File: src/rtl/ribbon_scan_sequencer.sv
// Round-robin ribbon ADC scan sequencer.
// Settles the mux, handshakes one conversion, and keeps a windowed peak per channel.
module ribbon_scan_sequencer #(
    parameter int NUM_CH         = 4,
    parameter int WINDOW_SAMPLES = 64,
    parameter int SETTLE_CYCLES  = 16,
    parameter int TIMEOUT        = 1024
) (
    input  logic                      clk,
    input  logic                      rst,
    input  logic                      enable,
    input  logic [NUM_CH-1:0]         ch_mask,
    output logic [$clog2(NUM_CH)-1:0] mux_sel,
    output logic                      conv_req,
    input  logic                      conv_done,
    input  logic [7:0]                conv_data,
    output logic [NUM_CH*8-1:0]       r_val_s,
    output logic [NUM_CH-1:0]         r_valid,
    output logic                      err_timeout,
    output logic                      busy
);

    localparam int SW  = $clog2(NUM_CH);
    localparam int CW  = $clog2(WINDOW_SAMPLES);
    localparam int STW = $clog2(SETTLE_CYCLES + 1);
    localparam int TW  = $clog2(TIMEOUT + 1);

    typedef enum logic [1:0] {IDLE, SETTLE, REQ, UPDATE} state_t;

    state_t                       state_q, state_d;
    logic [SW-1:0]                mux_sel_q, mux_sel_d;
    logic [SW-1:0]                last_q, last_d;
    logic [STW-1:0]               set_cnt_q, set_cnt_d;
    logic [TW-1:0]                to_cnt_q, to_cnt_d;
    logic                         conv_req_q, conv_req_d;
    logic                         busy_q, busy_d;
    logic                         err_q, err_d;
    logic [NUM_CH-1:0]            r_valid_q, r_valid_d;
    logic [NUM_CH-1:0][7:0]       r_val_q, r_val_d;
    logic [NUM_CH-1:0][7:0]       r_max_q, r_max_d;
    logic [NUM_CH-1:0][CW-1:0]    count_q, count_d;

    logic [SW-1:0] nxt;
    logic [7:0]    upd_max;
    logic          go_on;
    logic          decide;

    // Lowest set mask bit strictly after `from`, wrapping through 0.
    function automatic logic [SW-1:0] next_ch(input logic [SW-1:0] from,
                                              input logic [NUM_CH-1:0] mask);
        logic [SW-1:0] pick;
        logic [SW-1:0] idx;
        logic          found;
        pick  = from;
        found = 1'b0;
        for (int i = 1; i <= NUM_CH; i++) begin
            idx = SW'((int'(from) + i) % NUM_CH);
            if (!found && mask[idx]) begin
                pick  = idx;
                found = 1'b1;
            end
        end
        return pick;
    endfunction

    assign go_on   = enable && (|ch_mask);
    assign nxt     = next_ch(last_q, ch_mask);
    assign upd_max = (conv_data > r_max_q[mux_sel_q]) ? conv_data
                                                       : r_max_q[mux_sel_q];

    always_comb begin
        state_d    = state_q;
        mux_sel_d  = mux_sel_q;
        last_d     = last_q;
        set_cnt_d  = set_cnt_q;
        to_cnt_d   = to_cnt_q;
        conv_req_d = conv_req_q;
        err_d      = 1'b0;
        r_valid_d  = '0;
        r_val_d    = r_val_q;
        r_max_d    = r_max_q;
        count_d    = count_q;
        decide     = 1'b0;
        unique case (state_q)
            IDLE: decide = 1'b1;
            SETTLE: begin
                if (set_cnt_q == STW'(SETTLE_CYCLES - 1)) begin
                    state_d    = REQ;
                    conv_req_d = 1'b1;
                    to_cnt_d   = TW'(1);
                end else begin
                    set_cnt_d = set_cnt_q + 1'b1;
                end
            end
            REQ: begin
                if (to_cnt_q == TW'(TIMEOUT)) begin
                    decide = 1'b1;
                end else if (conv_done) begin
                    conv_req_d = 1'b0;
                    state_d    = UPDATE;
                    if (count_q[mux_sel_q] == CW'(WINDOW_SAMPLES - 1)) begin
                        r_val_d[mux_sel_q]   = upd_max;
                        r_max_d[mux_sel_q]   = '0;
                        count_d[mux_sel_q]   = '0;
                        r_valid_d[mux_sel_q] = 1'b1;
                    end else begin
                        r_max_d[mux_sel_q] = upd_max;
                        count_d[mux_sel_q] = count_q[mux_sel_q] + 1'b1;
                    end
                end else begin
                    // Last REQ cycle is spent with the request dropped.
                    if (to_cnt_q == TW'(TIMEOUT - 1)) begin
                        err_d      = 1'b1;
                        conv_req_d = 1'b0;
                    end
                    to_cnt_d = to_cnt_q + 1'b1;
                end
            end
            UPDATE: decide = 1'b1;
        endcase
        if (decide) begin
            if (go_on) begin
                state_d   = SETTLE;
                mux_sel_d = nxt;
                last_d    = nxt;
                set_cnt_d = '0;
            end else begin
                state_d = IDLE;
            end
        end
        busy_d = (state_d != IDLE);
    end

    always_ff @(posedge clk or negedge rst) begin
        if (!rst) begin
            state_q    <= IDLE;
            mux_sel_q  <= '0;
            last_q     <= SW'(NUM_CH - 1);
            set_cnt_q  <= '0;
            to_cnt_q   <= '0;
            conv_req_q <= 1'b0;
            busy_q     <= 1'b0;
            err_q      <= 1'b0;
            r_valid_q  <= '0;
            r_val_q    <= '0;
            r_max_q    <= '0;
            count_q    <= '0;
        end else begin
            state_q    <= state_d;
            mux_sel_q  <= mux_sel_d;
            last_q     <= last_d;
            set_cnt_q  <= set_cnt_d;
            to_cnt_q   <= to_cnt_d;
            conv_req_q <= conv_req_d;
            busy_q     <= busy_d;
            err_q      <= err_d;
            r_valid_q  <= r_valid_d;
            r_val_q    <= r_val_d;
            r_max_q    <= r_max_d;
            count_q    <= count_d;
        end
    end

    assign mux_sel     = mux_sel_q;
    assign conv_req    = conv_req_q;
    assign r_val_s     = r_val_q;
    assign r_valid     = r_valid_q;
    assign err_timeout = err_q;
    assign busy        = busy_q;

endmodule

File: config.mk
export PLATFORM = sky130hd
export DESIGN_NAME = ribbon_scan_sequencer
export DESIGN_NICKNAME = d
export VERILOG_FILES = /design/src/rtl/ribbon_scan_sequencer.sv
export SDC_FILE = /design/constraint.sdc
export NUM_CORES = 1
export LEC_CHECK = 0
export ABC_AREA = 1
export BUFFER_PORTS_ARGS = -buffer_cell sky130_fd_sc_hd__buf_2
export CAP_MARGIN = 20
export CORE_UTILIZATION = 62
export CTS_BUF_LIST = sky130_fd_sc_hd__clkbuf_2 sky130_fd_sc_hd__clkbuf_4 sky130_fd_sc_hd__clkbuf_8
export DETAILED_ROUTE_END_ITERATION = 6
export GPL_TIMING_DRIVEN = 0
export HOLD_SLACK_MARGIN = 0.02
export PLACE_DENSITY = 0.86
export SYNTH_ARGS = -nofsm -noshare
export SYNTH_HDL_FRONTEND = slang
export SYNTH_SLANG_ARGS = --single-unit
File: constraint.sdc
create_clock -name clk -period 3.25 [get_ports clk]
set_clock_uncertainty 0.2 [all_clocks]
set_input_delay 0.325 -clock clk [delete_from_list [all_inputs] [get_ports clk]]
set_output_delay 0.325 -clock clk [all_outputs]
set_load 0.01 [all_outputs]
==> impl_metrics.tcl <==
set metrics [dict create \
    status "finished, final reports clean" \
    antenna_found_initial 0 \
    holdCritPathClass "input port to flop" \
    fp.dieW_um 101.6 \
    finalInstanceArea_um2 7188 \
    r2r_slack_ps 260 \
    yosys_warnings 0 \
    ys_ff_latch 117 \
    place_area_um2 6624 \
    h-tree-depth 4 \
    row_count 35 \
    dr.pass1.iters 6 \
    clk_pin_slew_ps 70 \
    final_util 0.7635 \
    grt_max_degree 67 \
    multi_input_area_um2 2909 \
    finalWirelength_um 15370 \
    reg2reg_depth 18 \
    period_minus_slack_ps 2989 \
    yosysSeqAreaShare 0.4763 \
    r2r-end "r_max_q[6]" \
    drt_iter0_drc 417 \
    maxSlewHeadroom 0.5540 \
    grt_overflow 0 \
    tightest_slew_ps 669.0 \
    first_global_vias 5486 \
    critPathArrivalTime_ps 3100 \
    hold_viol 0 \
    cap_violations 0 \
    drc 0 \
    finalCritPeriodShare 0.9198 \
    die_height_um 101.6 \
    clock_latency_ps 430 \
    syn_inst 811 \
    final_common_cell "nand2_1" \
    root_buffer "clkbuf_8" \
    synth_cell_types 31 \
    finalWorstSetupSlack_ps 260.7 \
    crit_path_start_kind "flop" \
    hpwl_um 10300 \
    path_class "flop to flop" \
    cp-startpoint "mux_sel[1]" \
    io_pins 57 \
    nNetsFinal 926 \
    antenna_left 0 \
    grt_pass1_wl_um 25390 \
    cts_sinks 117 \
    end_kind "flop" \
    syn_area_per_cell_um2 7.586 \
    diodes 0 \
    p_per_area_nw_per_um2 805.4 \
    finalSetupViolations 0 \
    num-fill-cells 634 \
    tns_ps 0 \
    via_per_inst 5.578 \
    synthToLayoutAreaGrowth_pct 16.84 \
    gp_congestion 0.8879 \
    core_area_um2 9415 \
    drv_slew 0 \
    vias 5779 \
    syn_nets 842 \
    place_ws_ps -347.8 \
    peakVddDrop_uv 478.8 \
    final_cell_mix "nand2_1 (368), dfrtp_1 (114), nand3_1 (77)" \
    cp_max_fo 10 \
    regArea_um2 2932 \
    reg2reg_from "mux_sel[1]" \
    crit_required_ps 3360 \
    start_util 0.6534 \
    cts_tree "built" \
    clockBufferDepth 2 \
    netlist_area_um2 6152 \
    setup.worst_path.end "r_max_q[6]" \
    grt_util_all_layers 0.3216 \
    fmax_mhz 334.5 \
    numPortBuffers 56 \
    hold_start "enable" \
    dieArea_um2 10330 \
    routedWlPerCell_um 14.83 \
    hold_ws_ps 38.12 \
    cts-buffers-inserted 17 \
    p_leak_nw 4.109 \
    drive_above_1_share 0.1709 \
]
-- kinds of logic (layout without fill, tap and decap cells) --
family,after synthesis,in the layout,share of synthesized area
multiplexers,1,1,0.001830
AND/OR/NAND/NOR,529,529,0.3697
AO/OA/AOI/OAI,53,53,0.04657
flip-flops,117,117,0.4763
buffers and inverters,85,181,0.05939
XOR/XNOR,11,11,0.01566
adder cells (fa/ha/maj),15,15,0.03051
-- repair_timing --
item	4_1_cts	5_1_grt
setup buffers	1	5
endpoints found under the setup margin	64	64
hold endpoints to repair	50	0
gates resized for setup	8	13
pin swaps	1	1
hold buffers	2	0
-- flip-flops by register name, summed over array words and instances, names as in the netlist, 4 cells and up --
name,count
r_valid,4
r_max_q,32
count_q,24
r_val_s,32
set_cnt_q,5
to_cnt_q,11
-- how the worst min path moves through the flow --
stage / cells after the start / to
floorplan: 0 / busy
CTS: 4 / set_cnt_q[4]
global placement: 2 / r_val_s[24]
detailed placement: 1 / to_cnt_q[6]
global route: 4 / set_cnt_q[4]
finish: 4 / set_cnt_q[4]
-- critical path, stage by stage (launching register included) --
cell     delay, ps
dfrtp_2        470
inv_4          180
nand2_4        120
inv_4          140
nand2_1         60
nand2_1         70
nor2_1          50
o21ai_0        100
inv_1          100
ha_1           280
nand2_1         60
nor2_1         150
nand2_1         80
nand2_2        170
nand2_2        160
nand2_1        110
nand2_2        170
nand3_1        120
nand2_1         60
-- where the power goes --
group	total, mW	internal, mW	switching (mW)
sequential	1.97	1.77	0.198
clock	1.46	0.895	0.564
combinational	2.36	0.724	1.64
-- cell usage after synthesis (all sizes together) --
cell type | instances | area share
a21oi | 10 | 0.0081
a22oi | 6 | 0.0073
buf | 13 | 0.015
clkbuf | 5 | 0.0031
dfrtp | 115 | 0.47
dfstp | 2 | 0.0085
ha | 15 | 0.031
inv | 67 | 0.042
mux2 | 1 | 0.0018
nand2 | 385 | 0.24
nand3 | 78 | 0.065
nand4 | 6 | 0.0061
nor2 | 54 | 0.053
nor3 | 4 | 0.0033
nor4 | 1 | 0.0010
o21a | 1 | 0.0012
o21ai | 36 | 0.030
or2 | 1 | 0.0010
xnor2 | 1 | 0.0014
xor2 | 10 | 0.014
-- metal layers --
| layer | track usage | routed length [um] |
|---|---|---|
| met5 | 0 | 0 |
| met4 | 0.1505 | 408 |
| met3 | 0.07315 | 1299 |
| met2 | 0.5249 | 7406 |
| met1 | 0.4083 | 6254 |
-- final cells by class --
type	instances	area share
Buffer	18	0.01601
Tap cell	129	0.02245
Multi-Input combinational cell	609	0.4047
Clock inverter	10	0.02124
Timing Repair Buffer	65	0.05222
Clock buffer	21	0.03934
Sequential cell	117	0.4078
Inverter	67	0.03621
-- through the flow --
step / std cells / power [mW]
floorplan: 811 / 3.502
finish: 1036 / 5.789
CTS: 1031 / 5.619
global route: 1036 / 6.156
global placement: 996 / 4.007
detailed placement: 997 / 4.124
Power figures use the tool's default switching activity.
